## src/rtl/control_fsm.sv

```systemverilog
// Multi-cycle MIPS-subset control unit: FETCH/DECODE plus one execution path per instruction class.
// Define CONTROL_FSM_EXC_EN to trap illegal instructions in EXC; otherwise they execute as no-ops.
module control_fsm (
  input  logic       Clk,
  input  logic       Reset,
  input  logic [5:0] Opcode,
  input  logic [5:0] Funct,
  input  logic       Zero,
  input  logic       MemReady,
  output logic       MemRead,
  output logic       MemWrite,
  output logic       IorD,
  output logic       IRWrite,
  output logic       RegWrite,
  output logic       RegDst,
  output logic       MemtoReg,
  output logic       ALUSrcA,
  output logic [1:0] ALUSrcB,
  output logic [2:0] ALUCtl,
  output logic [1:0] PCSource,
  output logic       PCEn,
  output logic [3:0] State,
  output logic       Exc
);

  localparam int unsigned OP_W  = 6;
  localparam int unsigned ALU_W = 3;

  localparam logic [OP_W-1:0] OP_RTYPE = 6'h00;
  localparam logic [OP_W-1:0] OP_J     = 6'h02;
  localparam logic [OP_W-1:0] OP_BEQ   = 6'h04;
  localparam logic [OP_W-1:0] OP_BNE   = 6'h05;
  localparam logic [OP_W-1:0] OP_ADDI  = 6'h08;
  localparam logic [OP_W-1:0] OP_LW    = 6'h23;
  localparam logic [OP_W-1:0] OP_SW    = 6'h2B;

  localparam logic [OP_W-1:0] FN_ADD = 6'h20;
  localparam logic [OP_W-1:0] FN_SUB = 6'h22;
  localparam logic [OP_W-1:0] FN_AND = 6'h24;
  localparam logic [OP_W-1:0] FN_OR  = 6'h25;
  localparam logic [OP_W-1:0] FN_SLT = 6'h2A;

  localparam logic [ALU_W-1:0] ALU_ADD = 3'b010;
  localparam logic [ALU_W-1:0] ALU_SUB = 3'b110;
  localparam logic [ALU_W-1:0] ALU_AND = 3'b000;
  localparam logic [ALU_W-1:0] ALU_OR  = 3'b001;
  localparam logic [ALU_W-1:0] ALU_SLT = 3'b111;

  typedef enum logic [3:0] {
    S_FETCH    = 4'd0,
    S_DECODE   = 4'd1,
    S_MEM_ADDR = 4'd2,
    S_MEM_RD   = 4'd3,
    S_MEM_WB   = 4'd4,
    S_MEM_WR   = 4'd5,
    S_R_EX     = 4'd6,
    S_R_WB     = 4'd7,
    S_BRANCH   = 4'd8,
    S_JUMP     = 4'd9,
    S_ADDI_EX  = 4'd10,
    S_ADDI_WB  = 4'd11,
    S_EXC      = 4'd12
  } state_e;

`ifdef CONTROL_FSM_EXC_EN
  localparam state_e S_ILLEGAL = S_EXC;
`else
  localparam state_e S_ILLEGAL = S_FETCH;
`endif

  state_e state_q, state_d;
  logic   funct_legal_c;

  assign funct_legal_c = (Funct == FN_ADD) || (Funct == FN_SUB) || (Funct == FN_AND) ||
                         (Funct == FN_OR)  || (Funct == FN_SLT);
  assign State = 4'(state_q);

  always_ff @(posedge Clk) begin
    if (Reset) state_q <= S_FETCH;
    else       state_q <= state_d;
  end

  // Next state and control outputs; everything is forced low while Reset is high.
  always_comb begin
    state_d  = S_FETCH;
    MemRead  = 1'b0;
    MemWrite = 1'b0;
    IorD     = 1'b0;
    IRWrite  = 1'b0;
    RegWrite = 1'b0;
    RegDst   = 1'b0;
    MemtoReg = 1'b0;
    ALUSrcA  = 1'b0;
    ALUSrcB  = 2'd0;
    ALUCtl   = ALU_AND;
    PCSource = 2'd0;
    PCEn     = 1'b0;
    Exc      = 1'b0;
    unique case (state_q)
      S_FETCH: begin
        MemRead = 1'b1;
        ALUSrcB = 2'd1;
        ALUCtl  = ALU_ADD;
        IRWrite = MemReady;
        PCEn    = MemReady;
        state_d = MemReady ? S_DECODE : S_FETCH;
      end
      S_DECODE: begin
        ALUSrcB = 2'd3;
        ALUCtl  = ALU_ADD;
        case (Opcode)
          OP_LW, OP_SW:    state_d = S_MEM_ADDR;
          OP_RTYPE:        state_d = funct_legal_c ? S_R_EX : S_ILLEGAL;
          OP_BEQ, OP_BNE:  state_d = S_BRANCH;
          OP_J:            state_d = S_JUMP;
          OP_ADDI:         state_d = S_ADDI_EX;
          default:         state_d = S_ILLEGAL;
        endcase
      end
      S_MEM_ADDR: begin
        ALUSrcA = 1'b1;
        ALUSrcB = 2'd2;
        ALUCtl  = ALU_ADD;
        state_d = (Opcode == OP_LW) ? S_MEM_RD : S_MEM_WR;
      end
      S_MEM_RD: begin
        MemRead = 1'b1;
        IorD    = 1'b1;
        state_d = MemReady ? S_MEM_WB : S_MEM_RD;
      end
      S_MEM_WB: begin
        RegWrite = 1'b1;
        MemtoReg = 1'b1;
      end
      S_MEM_WR: begin
        MemWrite = 1'b1;
        IorD     = 1'b1;
        state_d  = MemReady ? S_FETCH : S_MEM_WR;
      end
      S_R_EX: begin
        ALUSrcA = 1'b1;
        state_d = S_R_WB;
        case (Funct)
          FN_ADD:  ALUCtl = ALU_ADD;
          FN_SUB:  ALUCtl = ALU_SUB;
          FN_OR:   ALUCtl = ALU_OR;
          FN_SLT:  ALUCtl = ALU_SLT;
          default: ALUCtl = ALU_AND;
        endcase
      end
      S_R_WB: begin
        RegWrite = 1'b1;
        RegDst   = 1'b1;
      end
      S_BRANCH: begin
        ALUSrcA  = 1'b1;
        ALUCtl   = ALU_SUB;
        PCSource = 2'd1;
        PCEn     = (Opcode == OP_BNE) ? ~Zero : Zero;
      end
      S_JUMP: begin
        PCSource = 2'd2;
        PCEn     = 1'b1;
      end
      S_ADDI_EX: begin
        ALUSrcA = 1'b1;
        ALUSrcB = 2'd2;
        ALUCtl  = ALU_ADD;
        state_d = S_ADDI_WB;
      end
      S_ADDI_WB: RegWrite = 1'b1;
`ifdef CONTROL_FSM_EXC_EN
      S_EXC: begin
        Exc      = 1'b1;
        PCSource = 2'd3;
        PCEn     = 1'b1;
      end
`endif
      default: state_d = S_FETCH;
    endcase
    if (Reset) begin
      MemRead  = 1'b0;
      MemWrite = 1'b0;
      IorD     = 1'b0;
      IRWrite  = 1'b0;
      RegWrite = 1'b0;
      RegDst   = 1'b0;
      MemtoReg = 1'b0;
      ALUSrcA  = 1'b0;
      ALUSrcB  = 2'd0;
      ALUCtl   = 3'd0;
      PCSource = 2'd0;
      PCEn     = 1'b0;
      Exc      = 1'b0;
    end
  end

endmodule

```

## config.mk

```make
export PLATFORM = sky130hd
export DESIGN_NAME = control_fsm
export DESIGN_NICKNAME = d
export VERILOG_FILES = /design/src/rtl/control_fsm.sv
export SDC_FILE = /design/constraint.sdc
export NUM_CORES = 1
export LEC_CHECK = 0
export CAP_MARGIN = 25
export CORE_AREA = 2 2 44 46
export CTS_CLUSTER_SIZE = 12
export DETAILED_ROUTE_END_ITERATION = 7
export DIE_AREA = 0 0 46 48
export GPL_TIMING_DRIVEN = 0
export PLACE_DENSITY = 0.88
export SLEW_MARGIN = 20
export SYNTH_ARGS = -nofsm -noshare
export SYNTH_HDL_FRONTEND = slang
export SYNTH_SLANG_ARGS = --single-unit
```

## constraint.sdc

```tcl
create_clock -name Clk -period 3.7 [get_ports Clk]
set_input_delay 0.37 -clock Clk [delete_from_list [all_inputs] [get_ports Clk]]
set_output_delay 0.37 -clock Clk [all_outputs]
set_load 0.03 [all_outputs]
```

# [Word-level counts from Yosys, hierarchy flattened]
# Cells that the tools add are included.
[totals] in_bits=16 regBits=4 out_inout_bits=21
[classes] bitwise=1 eq_ne=22 mux=33 n_reduce_logical=14
[ops] cell="equality test 6 bit, second input constant" count=7
[ops] cell="one-hot mux 4 bit (7 select lines)" count=1
[ops] cell="one-hot mux 4 bit (5 select lines)" count=1
[ops] cell="2-to-1 mux 1 bit" count=19
[ops] cell="equality test 4 x 3 -> 1 bit, second input constant" count=4
[ops] cell="equality test 4 bit, second input constant" count=4
[ops] cell="2-to-1 mux 3 bit" count=5
[ops] cell="equality test 6 x 3 -> 1 bit, second input constant" count=2
[ops] cell="one-hot mux 3 bit (4 select lines)" count=1
[ops] cell="OR reduction 2 bit" count=5
[ops] cell="one-hot mux 3 bit (3 select lines)" count=1
[ops] cell="equality test 4 x 2 -> 1 bit, second input constant" count=2
[ops] cell="OR reduction 4 bit" count=2
[ops] cell="equality test 6 x 2 -> 1 bit, second input constant" count=1
[ops] cell="equality test 6 x 4 -> 1 bit, second input constant" count=1
[ops] cell="zero test 6 bit" count=1
[ops] cell="one-hot mux 2 bit (3 select lines)" count=1
[ops] cell="equality test 4 x 1 -> 1 bit, second input constant" count=1
[ops] cell="zero test 4 bit" count=1
[ops] cell="logical OR 1 bit" count=4
[ops] cell="2-to-1 mux 2 bit" count=2
[ops] cell="one-hot mux 2 bit (2 select lines)" count=1
[ops] cell="one-hot mux 1 bit (3 select lines)" count=1
[ops] cell="OR reduction 3 bit" count=1
[ops] cell="NOT 1 bit" count=1

# [Depth between registers and ports, before layout]
# Gate-level depths: netlist of run 1.
[depth] depth_word=8 mapped_depth=6

# [Least setup slack after synthesis of run 1]
# No wires, ideal clock.
[synth_timing] path_kind="register to output" start="reg state_q[2] (netlist: State[2])" end="out IorD" t_required_ns=3.330 slack_ns=1.258 stages_incl_launch_ff=5 arrival_ns=2.072 cell_sequence="dfxtp_1 clkbuf_1 buf_2 xnor2_1 nor4b_1"
[synth_via] elab_chain_cells=4 word_cells_on_any_way=5 cone_classes="2 x eq/ne; 2 x mux; 1 x reduce/logical"
[synth_rtl] element="start: declaration" line="71" rtl="state_e state_q, state_d;"
[synth_rtl] element="start signal: assignment" line="80" rtl="else state_q <= state_d;"
[synth_rtl] element="equality test 4 x 3 -> 1 bit / equality test 4 x 2 -> 1 bit (equally long branches)" line="99" rtl="unique case (state_q)"
[synth_rtl] element="OR reduction 2 bit (no line) *"
[synth_rtl] element="2-to-1 mux 1 bit *" line="99"
[synth_rtl] element="2-to-1 mux 1 bit *" line="181" rtl="if (Reset) begin"
[synth_rtl] element="end: declaration" line="12" rtl="output logic IorD,"
# Every way passes the cells marked *; elsewhere a longest branch is shown, timed or not.

# [Final worst setup path of run 1]
[layout_timing] start="in Opcode[2]" end="out PCEn"
[layout_via] elab_chain_cells=4
[layout_rtl] element="start: declaration" line="6" rtl="input logic [5:0] Opcode,"
[layout_rtl] element="equality test 6 x 3 -> 1 bit" line="159" rtl="PCEn = (Opcode == OP_BNE) ? ~Zero : Zero;"
[layout_rtl] element="2-to-1 mux 1 bit" line="159"
[layout_rtl] element="one-hot mux 1 bit (3 select lines)" line="99"
[layout_rtl] element="2-to-1 mux 1 bit" line="181"
[layout_rtl] element="end: declaration" line="21" rtl="output logic PCEn,"
# No other way between the ends.

==> flow_summary.json, run 1 <==
{
  "vias": 931,
  "reg2reg_slack_ps": 2110,
  "worst-setup-path-type": "input port to primary output",
  "via_per_inst": 5.747,
  "worstSetupStartpoint": "Opcode[2]",
  "maxCapViolCount": 0,
  "largest_reg_flops": 4,
  "placed_area_um2": 1057,
  "port_buffers": 35,
  "p_leak_nw": 0.3590,
  "nets": 163,
  "cpLargestDelayFamily": "buffers and inverters",
  "clkLatencyLatePin_ps": 250,
  "async_flop_share": 0,
  "syn_area_per_cell_um2": 6.408,
  "crit_chain": "clkdlybuf4s50_1 -> nor2b_1 -> nand4b_1 -> xor2_1 -> a2111oi_0 -> or2_1 -> clkdlybuf4s50_1",
  "cts_hold_buf": 0,
  "fp-row-count": 15,
  "critPathLaunchType": "input port",
  "reg2reg_from": "State[0]$_SDFF_PP0_",
  "ios": 37,
  "cp_max_fo": 8,
  "cts_buffers": 3,
  "post-place-cells": 159,
  "first_pass_iters": 4,
  "ys_types": 39,
  "rsz0062_at_grt": "false",
  "power_density_nw_per_um2": 168.8,
  "hold_violations": 0,
  "finalInstanceArea_um2": 1080,
  "mostFrequentLayoutCells": "35 x clkdlybuf4s50_1, 18 x nor2_1, 10 x nor3_1, 9 x nand2b_1, 7 x a21oi_1",
  "synthFlopType": "dfxtp_1",
  "status": "complete, no violations",
  "drive_gt1_frac": 0.06207,
  "clk_pin_slew_ps": 40,
  "drc_errors": 0,
  "synth-seq-area-share": 0.1168,
  "synth_edf_count": 0,
  "critical_path_arrival_ps": 2720,
  "hold_path_class": "register to register",
  "tns_ps": 0,
  "gp_congestion": 0.8646,
  "die-width_um": 46,
  "htree_levels": 1,
  "grt_overflow": 0,
  "cp_num_cells": 7,
  "grt_antenna_before_repair": 0,
  "clk_path_buf_depth": 2,
  "p_total_mw": 0.1822,
  "dpl.hpwl_mm": 1.644,
  "cp_common_cell": "clkdlybuf4s50_1",
  "initial_utilization": 0.4059,
  "root_buffer": "clkbuf_4",
  "dr.first_iter.drc_count": 22,
  "core_um2": 1689,
  "max_freq_ghz": 0.3232,
  "fin_crit_ps": 3094,
  "post-place-ws_ps": 634.8,
  "synth_seq_cells": 4,
  "n_fill_cell": 166,
  "crit_path_end": "PCEn",
  "syn_area_um2": 685.7,
  "yosysWarnings": 0,
  "finClkSkew_ps": 1.157,
  "ir_drop_mv": 0.1976,
  "grt_pass1_wl_mm": 3.208,
  "crit_required_ps": 3330,
  "report.final.slew_viol_count": 0,
  "layout_commonest_cell": "clkdlybuf4s50_1",
  "crit_path_top_delay_cell": "clkdlybuf4s50_1",
  "grt.total_usage": 0.2067,
  "cts-resized-gates": 0,
  "grt_max_degree": 11,
  "grt_pass1_vias": 777,
  "area_growth_pct": 57.48,
  "antennaDiodeCount": 0,
  "cp-end-kind": "primary output",
  "worstRegToRegCells": 6,
  "cpPeakStageDelay_ps": 660,
  "syn_nets": 123,
  "r2r-end": "State[1]$_SDFF_PP0_",
  "wire_per_inst_um": 12.90,
  "post-cts-setup-buffers": 0,
  "path_buf_inv": 2,
  "synth_cells": 107,
  "die_area_um2": 2208,
  "cts_tree": "built",
  "finalCritPeriodShare": 0.8362,
  "ant_nets": 0,
  "setup_ws_ps": 606.2,
  "die_h_um": 48,
  "wirelength_mm": 2.090,
  "setup_viol": 0,
  "cts_sinks": 4,
  "instances_no_fill": 162
}
==> cell usage after synthesis (3+ instances only) <==
cell type / count / share of area
nand2_1: 4 / 0.022
nor4bb_1: 3 / 0.044
nor3_1: 10 / 0.073
nor2_1: 18 / 0.099
dfxtp_1: 4 / 0.12
clkbuf_1: 4 / 0.022
nor2b_1: 3 / 0.027
nand2b_1: 9 / 0.082
a31oi_1: 4 / 0.036
a21oi_1: 7 / 0.051
o21ai_1: 5 / 0.036
==> final cells by class <==
cell class	count	area (µm²)	share of cell area
multi-input cells	94	561.8	0.5203
repair buffers	35	350.3	0.3244
flip-flops and latches	4	80.08	0.07416
plain buffers	8	40.04	0.03708
clock buffers	3	22.52	0.02086
well taps	17	21.27	0.01970
inverters	1	3.754	0.003476
==> logic make-up (layout without fill, tap and decap cells) <==
| kind of cell | after synthesis | in the layout | synth area share |
|---|---|---|---|
| AND/OR/NAND/NOR | 63 | 63 | 0.5255 |
| AO/OA/AOI/OAI | 28 | 28 | 0.2628 |
| buffers and inverters | 9 | 47 | 0.06385 |
| flip-flops | 4 | 4 | 0.1168 |
| XOR/XNOR | 2 | 2 | 0.02555 |
| other | 1 | 1 | 0.005469 |
==> through the flow <==
stage / hold WS [ps] / utilization
2_1_floorplan: 546.7 / -
3_3_place_gp: 725.0 / 0.6259
3_5_place_dp: 721.0 / 0.6259
4_1_cts: 727.6 / 0.6393
5_1_grt: 772.2 / 0.6393
6_report: 730.0 / 0.6393
==> report_power, final <==
group	internal [mW]	leakage [nW]	switching, mW
sequential	0.0443	0.0325	0.000623
clock	0.0365	0.0138	0.0212
combinational	0.0369	0.313	0.0427
==> how the worst min path moves through the flow <==
stage,startpoint,end,slack (ps),depth (start not counted)
6_report,State[1]$_SDFF_PP0_,State[1]$_SDFF_PP0_,730,3
5_1_grt,State[1]$_SDFF_PP0_,State[1]$_SDFF_PP0_,770,3
4_1_cts,State[1]$_SDFF_PP0_,State[1]$_SDFF_PP0_,730,3
3_5_place_dp,State[1]$_SDFF_PP0_,State[1]$_SDFF_PP0_,720,3
3_3_place_gp,State[1]$_SDFF_PP0_,State[1]$_SDFF_PP0_,730,3
2_1_floorplan,Opcode[1],State[0]$_SDFF_PP0_,550,2
==> worst min-delay path: stages, from the launching register on <==
cell     delay, ps
dfxtp_1        340
buf_2          200
nand4_1         90
a21oi_1         50
==> metal layers <==
metal / wire length [µm] / GRT usage
met4: 27 / 0.09714
met2: 1039 / 0.3361
met1: 881 / 0.2389
met5: 0 / 0
met3: 142 / 0.07925
No activity file was read; power rests on OpenSTA's default activity.
==> run 2, diff against run 1 <==
--- a/config.mk
+++ b/config.mk
@@ -6,12 +6,12 @@
 export NUM_CORES = 1
 export LEC_CHECK = 0
 export CAP_MARGIN = 25
-export CORE_AREA = 2 2 44 46
+export CORE_AREA = 2 2 48 50
 export CTS_CLUSTER_SIZE = 12
 export DETAILED_ROUTE_END_ITERATION = 7
-export DIE_AREA = 0 0 46 48
+export DIE_AREA = 0 0 50 52
 export GPL_TIMING_DRIVEN = 0
-export PLACE_DENSITY = 0.88
+export PLACE_DENSITY = 0.79
 export SLEW_MARGIN = 20
 export SYNTH_ARGS = -nofsm -noshare
 export SYNTH_HDL_FRONTEND = slang
==> constraint.sdc (replaced) <==
create_clock -name Clk -period 2.7 [get_ports Clk]
set_input_delay 0.27 -clock Clk [delete_from_list [all_inputs] [get_ports Clk]]
set_output_delay 0.27 -clock Clk [all_outputs]
set_load 0.03 [all_outputs]
==> run 2 against run 1 <==
Effect of this change:
- clock power is 29% higher
- combinational power is 37% higher
- final area is 0.81% higher
- critical endpoint unchanged
- utilization is 12 points lower
- power is 34% higher
- critical path depth stayed put
- sequential share of layout area is 0.060 points lower
- clock skew is 6.9 ps higher
- setup slack worse by 370 ps
==> flow_summary.json, run 2 (synthesized netlist as in run 1, its figures left out) <==
{
  "grt_antenna_before_repair": 0,
  "tns_ps": 0,
  "power_frac_comb": 0.445,
  "clk_pin_slew_ps": 40,
  "via_per_inst": 5.355,
  "cpLargestDelayFamily": "buffers and inverters",
  "grt_max_degree": 11,
  "critPathLaunchType": "input port",
  "crit_required_ps": 2430,
  "internal-power_mw": 0.1603,
  "core_um2": 2106,
  "critical_path_arrival_ps": 2190,
  "antennaDiodeCount": 0,
  "dr.first_iter.drc_count": 23,
  "hold_violations": 0,
  "largest_reg_flops": 4,
  "die_area_um2": 2600,
  "first_pass_iters": 5,
  "cts-resized-gates": 1,
  "root_buffer": "clkbuf_4",
  "post-place-ws_ps": -214.0,
  "layout_commonest_cell": "clkdlybuf4s50_1",
  "finalCritPeriodShare": 0.9129,
  "gp_congestion": 0.8269,
  "vias": 921,
  "grt_pass1_vias": 789,
  "initial_utilization": 0.3256,
  "pwr-share-seq": 0.252,
  "area_growth_pct": 58.76,
  "grt_overflow": 0,
  "cts_sinks": 4,
  "clkLatencyLatePin_ps": 240,
  "crit_path_top_delay_cell": "clkdlybuf4s50_1",
  "drc_errors": 0,
  "fin_crit_ps": 2465,
  "die-width_um": 50,
  "whs_ps": 749.3,
  "dpl.hpwl_mm": 1.660,
  "clk_path_buf_depth": 2,
  "ir_drop_mv": 0.1513,
  "cpPeakStageDelay_ps": 600,
  "hold_path_class": "register to register",
  "clock_power_share": 0.303,
  "ios": 37,
  "switching_share": 0.3446,
  "worst-setup-path-type": "input port to primary output",
  "htree_levels": 1,
  "drive_gt1_frac": 0.06944,
  "cts_buffers": 3,
  "rsz0062_at_grt": "false",
  "maxCapViolCount": 0,
  "path_buf_inv": 2,
  "finClkSkew_ps": 8.029,
  "post-cts-setup-buffers": 0,
  "status": "complete, no violations",
  "crit_chain": "clkdlybuf4s50_1 -> nor2b_1 -> nand4b_1 -> xor2_1 -> a2111oi_1 -> or2_1 -> clkbuf_2",
  "setup_ws_ps": 235.1,
  "nets": 162,
  "power_density_nw_per_um2": 224.6,
  "cp_max_fo": 8,
  "ant_nets": 0,
  "cp-end-kind": "primary output",
  "setup_viol": 0,
  "wire_per_inst_um": 12.15,
  "n_fill_cell": 200,
  "cts_tree": "built",
  "mostFrequentLayoutCells": "33 x clkdlybuf4s50_1, 18 x nor2_1, 10 x nor3_1, 9 x nand2b_1, 7 x a21oi_1",
  "switching_power_mw": 0.08426,
  "cts_hold_buf": 0,
  "grt.total_usage": 0.1616,
  "die_h_um": 52,
  "max_freq_ghz": 0.4057,
  "fp-row-count": 17,
  "p_leak_nw": 0.3775,
  "grt_pass1_wl_mm": 3.332,
  "fin_util": 0.5169,
  "report.final.slew_viol_count": 0,
  "wirelength_mm": 2.090,
  "port_buffers": 35
}
-- run 2: cell types whose count changed in the layout (fill, tap and decap cells not counted), sizes merged --
| cell | before | now |
|---|---|---|
| clkdlybuf4s50 | 35 | 33 |
| dlymetal6s2s | 0 | 1 |
-- run 2: area by class of cell --
type                            instances  area (µm²)  share of cell area
Multi-Input combinational cell         94       563.0              0.5172
Timing Repair Buffer                   35       347.8              0.3195
Sequential cell                         4       80.08             0.07356
Buffer                                  7       36.28             0.03333
Tap cell                               28       35.03             0.03218
Clock buffer                            3       22.52             0.02069
Inverter                                1       3.754            0.003448
-- run 2: metal layers --
layer,track usage,up-vias,part of all wire
met5,0,-,0
met4,0.06019,0,0.010
met1,0.1851,413,0.45
li1,-,473,-
met2,0.3048,33,0.50
met3,0.01724,2,0.039
-- run 2: per-stage QoR --
| stage | instance area [µm²] | cells | power [mW] |
|---|---|---|---|
| floorplan | 685.7 | 107 | 0.1182 |
| finish | 1089 | 172 | 0.2445 |
| detailed placement | 1071 | 170 | 0.1709 |
| global placement | 1071 | 170 | 0.1692 |
| global route | 1089 | 172 | 0.2617 |
| CTS | 1092 | 173 | 0.2467 |
-- run 2: worst register-to-register path, delay by kind of cell, from the launching register on --
kind,cells,cell delay (ps)
AND/OR/NAND/NOR,3,540
AO/OA/AOI/OAI,2,410
flip-flops,1,310
buffers and inverters,1,260
-- run 2: power by group through the flow --
stage / logic, mW / clock network, mW / registers (mW)
6_report: 0.109 / 0.0742 / 0.0616
5_1_grt: 0.117 / 0.0833 / 0.0618
4_1_cts: 0.108 / 0.0767 / 0.0616
3_5_place_dp: 0.108 / 0 / 0.0625
3_3_place_gp: 0.107 / 0 / 0.0625
2_1_floorplan: 0.0533 / 0 / 0.0649
-- run 2: final timing paths --
kind / depth (start not counted) / slack [ps] / start / to
min: 3 / 750 / State[1]$_SDFF_PP0_ / State[1]$_SDFF_PP0_
max reg2reg: 6 / 1090 / State[0]$_SDFF_PP0_ / State[0]$_SDFF_PP0_
min reg2reg: 3 / 750 / State[1]$_SDFF_PP0_ / State[1]$_SDFF_PP0_
max: 7 / 240 / Opcode[2] / PCEn
